### src/rtl/vn_core_to_net_packetizer.sv
// vn_core_to_net_packetizer: per-VN TX stage that buffers whole core packets and streams them as flits.
// Define VN_CTN_SHORT_PACKET_EN to add packet_has_data, which sends data-less packets as a single HT flit.
`ifndef PAYLOAD_W
`define PAYLOAD_W 64
`endif

package vn_ctn_pkg;
    typedef struct packed {
        logic [3:0] x;
        logic [3:0] y;
    } tile_address_t;

    typedef enum logic [1:0] {HEAD = 2'd0, BODY = 2'd1, TAIL = 2'd2, HT = 2'd3} flit_type_t;
    typedef enum logic [1:0] {VC0 = 2'd0, VC1 = 2'd1, VC2 = 2'd2, VC3 = 2'd3} vc_id_t;

    typedef struct packed {
        flit_type_t    flit_type;
        vc_id_t        vc_id;
        tile_address_t destination;
    } flit_header_t;

    typedef struct packed {
        flit_header_t            header;
        logic [`PAYLOAD_W-1:0]   payload;
    } flit_t;
endpackage

module vn_core_to_net_packetizer
    import vn_ctn_pkg::*;
#(
    parameter vc_id_t      VCID             = VC0,
    parameter int unsigned PACKET_BODY_SIZE = 554,
    parameter int unsigned PACKET_FIFO_SIZE = 4
) (
    input  logic                        clk,
    input  logic                        reset,
    input  logic                        enable,
    input  logic                        packet_valid,
    input  logic [PACKET_BODY_SIZE-1:0] packet_body,
    input  tile_address_t               packet_destination,
`ifdef VN_CTN_SHORT_PACKET_EN
    input  logic                        packet_has_data,
`endif
    output logic                        vn_ctn_full,
    output logic                        ni_flit_valid,
    output flit_t                       ni_flit_out,
    input  logic                        router_credit
);

    localparam int unsigned PW        = `PAYLOAD_W;
    localparam int unsigned FLIT_NUMB = (PACKET_BODY_SIZE + PW - 1) / PW;
    localparam int unsigned CNT_W     = $clog2(FLIT_NUMB + 1);
    localparam int unsigned PTR_W     = $clog2(PACKET_FIFO_SIZE);
    localparam int unsigned OCC_W     = $clog2(PACKET_FIFO_SIZE + 1);

    localparam logic [CNT_W-1:0] LAST_IDX   = CNT_W'(FLIT_NUMB - 1);
    localparam logic [PTR_W-1:0] FIFO_LAST  = PTR_W'(PACKET_FIFO_SIZE - 1);
    localparam logic [OCC_W-1:0] FIFO_DEPTH = OCC_W'(PACKET_FIFO_SIZE);

    typedef struct packed {
        logic                        has_data;
        tile_address_t               dest;
        logic [PACKET_BODY_SIZE-1:0] body;
    } entry_t;

    typedef enum logic {S_IDLE, S_SEND} state_t;

    state_t           state_q, state_d;
    logic [CNT_W-1:0] cnt_q, cnt_d;
    logic [PTR_W-1:0] wr_ptr_q, wr_ptr_d, rd_ptr_q, rd_ptr_d;
    logic [OCC_W-1:0] occ_q, occ_d;
    logic             flit_valid_q, flit_valid_d;
    flit_t            flit_out_q, flit_out_d;
    entry_t           pkt_q, pkt_d;
    entry_t           mem_q [PACKET_FIFO_SIZE];

    logic             in_has_data;
    logic             fifo_full, fifo_empty;
    logic             enq, deq;
    logic             is_last;
    logic [CNT_W-1:0] last_idx_cur;
    logic [FLIT_NUMB*PW-1:0] padded;
    flit_t            cur_flit;

`ifdef VN_CTN_SHORT_PACKET_EN
    assign in_has_data = packet_has_data;
`else
    assign in_has_data = 1'b1;
`endif

    function automatic logic [PTR_W-1:0] ptr_inc(input logic [PTR_W-1:0] p);
        return (p == FIFO_LAST) ? '0 : p + PTR_W'(1);
    endfunction

    assign fifo_full   = (occ_q == FIFO_DEPTH);
    assign fifo_empty  = (occ_q == '0);
    // A full FIFO refuses the write even when the serializer frees a slot on the same edge.
    assign enq         = packet_valid & ~fifo_full;
    assign vn_ctn_full = fifo_full;

    always_comb begin
        wr_ptr_d = enq ? ptr_inc(wr_ptr_q) : wr_ptr_q;
        rd_ptr_d = deq ? ptr_inc(rd_ptr_q) : rd_ptr_q;
        occ_d    = occ_q;
        case ({enq, deq})
            2'b10:   occ_d = occ_q + OCC_W'(1);
            2'b01:   occ_d = occ_q - OCC_W'(1);
            default: occ_d = occ_q;
        endcase
        pkt_d = deq ? mem_q[rd_ptr_q] : pkt_q;
    end

    always_comb begin
        last_idx_cur = pkt_q.has_data ? LAST_IDX : '0;
        is_last      = (cnt_q == last_idx_cur);
        padded       = '0;
        padded[PACKET_BODY_SIZE-1:0] = pkt_q.body;

        cur_flit                    = '0;
        cur_flit.payload            = PW'(padded >> (32'(cnt_q) * PW));
        cur_flit.header.vc_id       = VCID;
        cur_flit.header.destination = pkt_q.dest;
        if (last_idx_cur == '0) begin
            cur_flit.header.flit_type = HT;
        end else if (cnt_q == '0) begin
            cur_flit.header.flit_type = HEAD;
        end else if (is_last) begin
            cur_flit.header.flit_type = TAIL;
        end else begin
            cur_flit.header.flit_type = BODY;
        end
    end

    always_comb begin
        state_d      = state_q;
        cnt_d        = cnt_q;
        flit_valid_d = 1'b0;
        flit_out_d   = flit_out_q;
        deq          = 1'b0;
        case (state_q)
            S_IDLE: begin
                if (enable && !fifo_empty) begin
                    deq     = 1'b1;
                    cnt_d   = '0;
                    state_d = S_SEND;
                end
            end
            S_SEND: begin
                if (enable && !router_credit) begin
                    flit_valid_d = 1'b1;
                    flit_out_d   = cur_flit;
                    if (is_last) begin
                        // Chain straight into the next queued packet so TAIL is followed by HEAD.
                        cnt_d = '0;
                        if (!fifo_empty) begin
                            deq = 1'b1;
                        end else begin
                            state_d = S_IDLE;
                        end
                    end else begin
                        cnt_d = cnt_q + CNT_W'(1);
                    end
                end
            end
            default: state_d = S_IDLE;
        endcase
    end

    always_ff @(posedge clk) begin
        if (!reset) begin
            state_q      <= S_IDLE;
            cnt_q        <= '0;
            wr_ptr_q     <= '0;
            rd_ptr_q     <= '0;
            occ_q        <= '0;
            flit_valid_q <= 1'b0;
            flit_out_q   <= '0;
        end else begin
            state_q      <= state_d;
            cnt_q        <= cnt_d;
            wr_ptr_q     <= wr_ptr_d;
            rd_ptr_q     <= rd_ptr_d;
            occ_q        <= occ_d;
            flit_valid_q <= flit_valid_d;
            flit_out_q   <= flit_out_d;
        end
    end

    // Storage needs no reset: occupancy and state gate every read.
    always_ff @(posedge clk) begin
        pkt_q <= pkt_d;
        if (enq) begin
            mem_q[wr_ptr_q] <= '{has_data: in_has_data, dest: packet_destination, body: packet_body};
        end
    end

    assign ni_flit_valid = flit_valid_q;
    assign ni_flit_out   = flit_out_q;

endmodule
### config.mk
export PLATFORM = sky130hd
export DESIGN_NAME = vn_core_to_net_packetizer
export DESIGN_NICKNAME = d
export VERILOG_FILES = /design/src/rtl/vn_core_to_net_packetizer.sv
export SDC_FILE = /design/constraint.sdc
export NUM_CORES = 2
export LEC_CHECK = 0
export BUFFER_PORTS_ARGS = -buffer_cell sky130_fd_sc_hd__buf_4
export CORE_MARGIN = 2
export CORE_UTILIZATION = 54
export DETAILED_ROUTE_END_ITERATION = 7
export PLACE_DENSITY = 0.75
export SLEW_MARGIN = 20
export SYNTH_ARGS = -nofsm -noshare
export SYNTH_HDL_FRONTEND = slang
export SYNTH_SLANG_ARGS = --single-unit
export TNS_END_PERCENT = 100
### constraint.sdc
create_clock -name clk -period 39.7 [get_ports clk]
set_input_delay 5.955 -clock clk [delete_from_list [all_inputs] [get_ports clk]]
set_output_delay 5.955 -clock clk [all_outputs]
set_load 0.02 [all_outputs]
== Word-level counts from Yosys, hierarchy flattened ==
Memories as Yosys holds them, arrays and structs flattened. A register that Yosys moved wholly into a read port is not among the register bits.
Index checks and enable logic that the tools add are counted.

* Bits of input ports: 567
* Bits in registers: 88
* Memory bits (writable): 2248
* Memories: 1

{| class="wikitable"
|+ Memory list
! name !! words !! bits a word !! read ports !! clocked after Yosys merged registers in !! wr ports !! line !! RTL
|-
| mem_q || 4 || 562 || 1 || 1 || 1 || 75 || <nowiki>entry_t mem_q [PACKET_FIFO_SIZE];</nowiki>
|}

* Mux-type cells: 22
* Add/subtract/negate cells: 5
* Eq/ne operators: 8
* Reduce and logical (&&, ||, !) cells: 11
* Shift-type cells: 1
* Bitwise gates (word level): 3

{| class="wikitable"
|+ Operators by type and width
! cell !! number
|-
| $shr A554 B10 Y64 || 1
|-
| $mux W4 || 4
|-
| $mux W2 || 5
|-
| $mux W1 || 9
|-
| $logic_not A4 Y1 || 2
|-
| $pmux W4 S2 || 1
|-
| $eq A2 B2 Y1 const B || 3
|-
| $pmux W3 S2 || 1
|-
| $reduce_and A2 Y1 || 3
|-
| $add A2 B1 Y2 const B || 2
|-
| $add A4 B1 Y4 const B || 1
|-
| $eq A4 B4 Y1 || 1
|-
| $pmux W1 S2 || 2
|-
| $add A3 B1 Y3 const B || 1
|-
| $eq A3 B3 Y1 const B || 1
|-
| $logic_not A3 Y1 || 1
|-
| $sub A3 B1 Y3 const B || 1
|-
| $eq A2 B1 Y1 const B || 1
|-
| $logic_and A1 B1 Y1 || 2
|-
| $logic_not A1 Y1 || 2
|-
| $ne A2 B1 Y1 const B || 1
|-
| $ne A2 B2 Y1 const B || 1
|-
| $not A1 Y1 || 2
|-
| $reduce_bool A2 Y1 || 1
|-
| $and A1 B1 Y1 || 1
|}

== Logic depth before layout (Yosys ltp) ==
* Depth after elaboration: 7
* Mapped depth: 14
* Depth with buffers taken out: 10

== Least setup slack after synthesis ==
OpenSTA, ideal clock, no wires.

* Path kind: input port to flip-flop
* From: input router_credit
* To: register occ_q[2]
* Setup time: 0.076 ns
* Cell stages on the path: 8
* Path slack: 2.188 ns
* Data arrival time: 37.436 ns
* Cell sequence: nand4bb_1 a21oi_1 ha_1 inv_1 fa_1 xor2_1 or3_1 a21boi_0

* Cells in the longest elaborated chain, start to end: 6
* Elaborated cells between the ends (all ways): 8
* Those cells by class: 2 x eq/ne; 3 x mux; 3 x reduce/logical

{| class="wikitable"
|+ Ends and longest elaborated chain
! item !! line !! RTL
|-
| from (decl) || 47 || <nowiki>input logic router_credit</nowiki>
|-
| $logic_not A1 Y1 (*) || 149 || <nowiki>if (enable && !router_credit) begin</nowiki>
|-
| $logic_and A1 B1 Y1 (*) || 149 ||
|-
| $mux W1 (*) || 149 ||
|-
| $pmux W1 S2 (*) || 140 || <nowiki>case (state_q)</nowiki>
|-
| $eq A2 B1 Y1 or $eq A2 B2 Y1 (tied branches) || 105 || <nowiki>case ({enq, deq})</nowiki>
|-
| $pmux W3 S2 or $reduce_bool A2 Y1 (tied branches) || -- ||
|-
| to (signal assigned) || 175 || <nowiki>occ_q <= '0;</nowiki>
|-
| to (signal assigned) || 183 || <nowiki>occ_q <= occ_d;</nowiki>
|-
| to (decl) || 71 || <nowiki>logic [OCC_W-1:0] occ_q, occ_d;</nowiki>
|}

Mark *: on every way between the ends. The rest lies on a longest branch, timed or not.
A chain may end at the register's enable or synchronous reset.

== Worst setup path in the final report ==
* From: input packet_valid
* To: memory mem_q[1][24] in the netlist's numbering, enable pin

* Cells in the longest elaborated chain, start to end: 3

{| class="wikitable"
|+ Ends and longest elaborated chain
! item !! line !! RTL
|-
| from (decl) || 38 || <nowiki>input logic packet_valid,</nowiki>
|-
| $and A1 B1 Y1 || 98 || <nowiki>assign enq = packet_valid & ~fifo_full;</nowiki>
|-
| $mux W1 || 192 || <nowiki>if (enq) begin</nowiki>
|-
| $mux W1 (not written as such) || 193 || <nowiki>mem_q[wr_ptr_q] <= '{has_data: in_has_data, dest: packet_destination, body: packet_body};</nowiki>
|-
| to (decl) || 75 ||
|}

Every way passes these cells.

==> metrics <==
Synth area leader=edfxtp_1; crit path DAT=10.32 ns; Max Cap Violations=0; CP Capture Type=flip-flop; Seq/Total Area, Yosys=82.05%; Clock transition at path regs=0.06 ns; Post-CTS Setup Repair Bufs=0; H-tree depth=5; CTS Root Cell=clkbuf_16; Die Area=197900 µm²; worst-path fanout max=67; DR WL met3=14970 µm; final net count=5517; layout cells sized above 1=34.61%; Crit Path Category=input pin to flip-flop; Resized cells post-CTS=0; Overflow after GRT=0; Mapped Area=105000 µm²; Antenna Nets Post-Route=0; Post-synth top cells=edfxtp_1, mux4_2, dfxtp_1; most common cell in the netlist=edfxtp_1; fin cells=7742; maximum vdd drop=0.05735 mV; endpoints failing setup=0; fin crit period=9.809 ns; Cell variety after synth=42; Initial DRC Count=4752; worst slew pin tran=1.250 ns; worst-skew pair later-pin latency=0.94 ns; TritonCTS buffer count=301; Hold Buf Count CTS=0; die width=444.9 µm; clk_skew=0.07849 ns; P&R area growth vs syn=16.44%; Post-synth top flop=edfxtp_1; Post-synth EDFFs=2810; deepest clock path buffer count=4; largest net degree at the start of global routing=153; Pwr per Cell Area=63.65 nW/µm²; initial antenna violation count=78; number of synthesized register bits=2897; WL met1=86600 µm; Die Y=444.9 µm; Pre-antenna DRT Iters=7; total wire length=233700 µm; Placer Congestion=0.7859; Pins Over Slew Limit=0; fillcell total=12140; Hold Path Class=flip-flop to flip-flop; Syn. warnings=0; hold wc startpoint=padded[543]; routed vias=46910; Starting Density=54.45%; row cnt=161; Post-synth ARST share=0%; unrepaired setup endpoints after global routing=no; first-pass GRT wire length=335300 µm; Placed Cells=7163; CTS tree=done; Top Metal Used=met5; clk sink count=2897; Final Hold Viols=0; DRC Markers=0; met2 wire length=121300 µm; number of global-route vias before repair=48000; Vias/cell=6.060; status=completed; IO Pins=645; DP HPWL=135900 µm; top achievable clock speed=102.0 MHz; top-area cell type share of the netlist area=80.39%; CP Launch Point=packet_valid; gr usage total=23.61%; Worst Path Required=40.22 ns; PortBufs=642; Leakage Power=38.93 nW; max-slew headroom at the worst pin=16.64%; Avg Inst Size Synth=25.39 µm²; crit start category=input pin; Core ar.=192800 µm²; top post-synthesis cells by area=edfxtp_1, mux4_2, dfxtp_1, mux4_1, a22oi_1; Tcrit/Tclk final=24.71%; r2r startpoint=occ_q[0]; post-route setup TNS=0 ns; drt wl/cell=30.19 µm; cell count after synthesis=4134
[routing by layer]
| layer | vias up | GRT usage, % |
|---|---|---|
| li1 | 19480 | - |
| met1 | 24990 | 30.65 |
| met2 | 1945 | 38.86 |
| met3 | 473 | 4.120 |
| met4 | 24 | 12.05 |
| met5 | - | 0 |
[metrics by stage]
step | hold slack (ns) | setup WS, ns | total power [W] | area [µm²] | util [%]
global placement | 0.4464 | 29.03 | 0.005134 | 112700 | 58.46
CTS | 0.4633 | 29.97 | 0.007853 | 122000 | 63.31
detailed placement | 0.4483 | 29.02 | 0.005168 | 112700 | 58.46
global route | 0.4844 | 29.74 | 0.008050 | 122200 | 63.39
finish | 0.4588 | 29.89 | 0.007779 | 122200 | 63.40
floorplan | 0.4321 | 2.188 | 0.005181 | 105000 | -
[state kept, by name, indices dropped and copies added (netlist names)]
name	cells
padded	554
occ_q	3
ni_flit_valid	1
wr_ptr_q	2
rd_ptr_q	2
state_q	1
mem_q	2248
cur_flit	8
cnt_q	4
ni_flit_out	74
[worst max-delay path, stage by stage]
cell and delay (ns):
buf_4 0.11, nor2b_1 0.51, and2_4 0.86, buf_4 0.82, buf_4 0.85, buf_4 0.92
[worst paths after layout]
check | slack [ns] | cells past startpoint | endpoint
max | 29.89 | 6 | mem_q[1][24]
min | 0.46 | 2 | ni_flit_out[31]
max reg2reg | 34.46 | 6 | mem_q[1][24]
min reg2reg | 0.46 | 2 | ni_flit_out[31]
[report_power, final]
part | internal, W | total [W] | switching (W) | leakage [nW]
Sequential | 0.00389 | 0.00401 | 0.000115 | 26.5
Clock | 0.00159 | 0.00269 | 0.00110 | 4.58
Combinational | 0.000491 | 0.00109 | 0.000595 | 7.83
[placed cells by master (no fill, tap or decap), drive strengths merged, types with 5 or more instances in the layout]
cell and n:
nor2b 50, clkinvlp 5, mux2 22, a222oi 22, nand3 7, a21boi 11, o21ai 8, mux4 669
buf 704, bufinv 24, inv 17, nand2b 22, ha 8, mux2i 46, a22oi 62, a32oi 21
and2 10, diode 59, dfxtp 87, nor2 5, edfxtp 2810, clkbuf 380, nand2 41, clkinv 101
[final cells by class]
| cell class | instances | area (µm²) | area share, % |
|---|---|---|---|
| Multi-Input combinational cell | 1029 | 17950 | 14.68 |
| Clock buffer | 380 | 8046 | 6.584 |
| Inverter | 8 | 30.03 | 0.02457 |
| Antenna cell | 59 | 147.6 | 0.1208 |
| Timing Repair Buffer | 704 | 5455 | 4.464 |
| Sequential cell | 2897 | 86140 | 70.48 |
| Tap cell | 2526 | 3161 | 2.586 |
| Clock inverter | 139 | 1291 | 1.057 |
[cells by family (layout without fill, tap and decap cells)]
logic type,after synthesis,count (layout),share of synthesized area (%)
DFF,2897,2897,82.05
muxes,737,737,15.14
buffers and inverters,209,1231,0.9035
and+or+nand+nor,150,150,0.7999
AOI/OAI and AO/OA,129,129,0.9775
adders and majority gates,9,9,0.1144
xor gates and xnor gates,2,2,0.01669
other,1,61,0.003573
(Power assumes the default switching activity.)
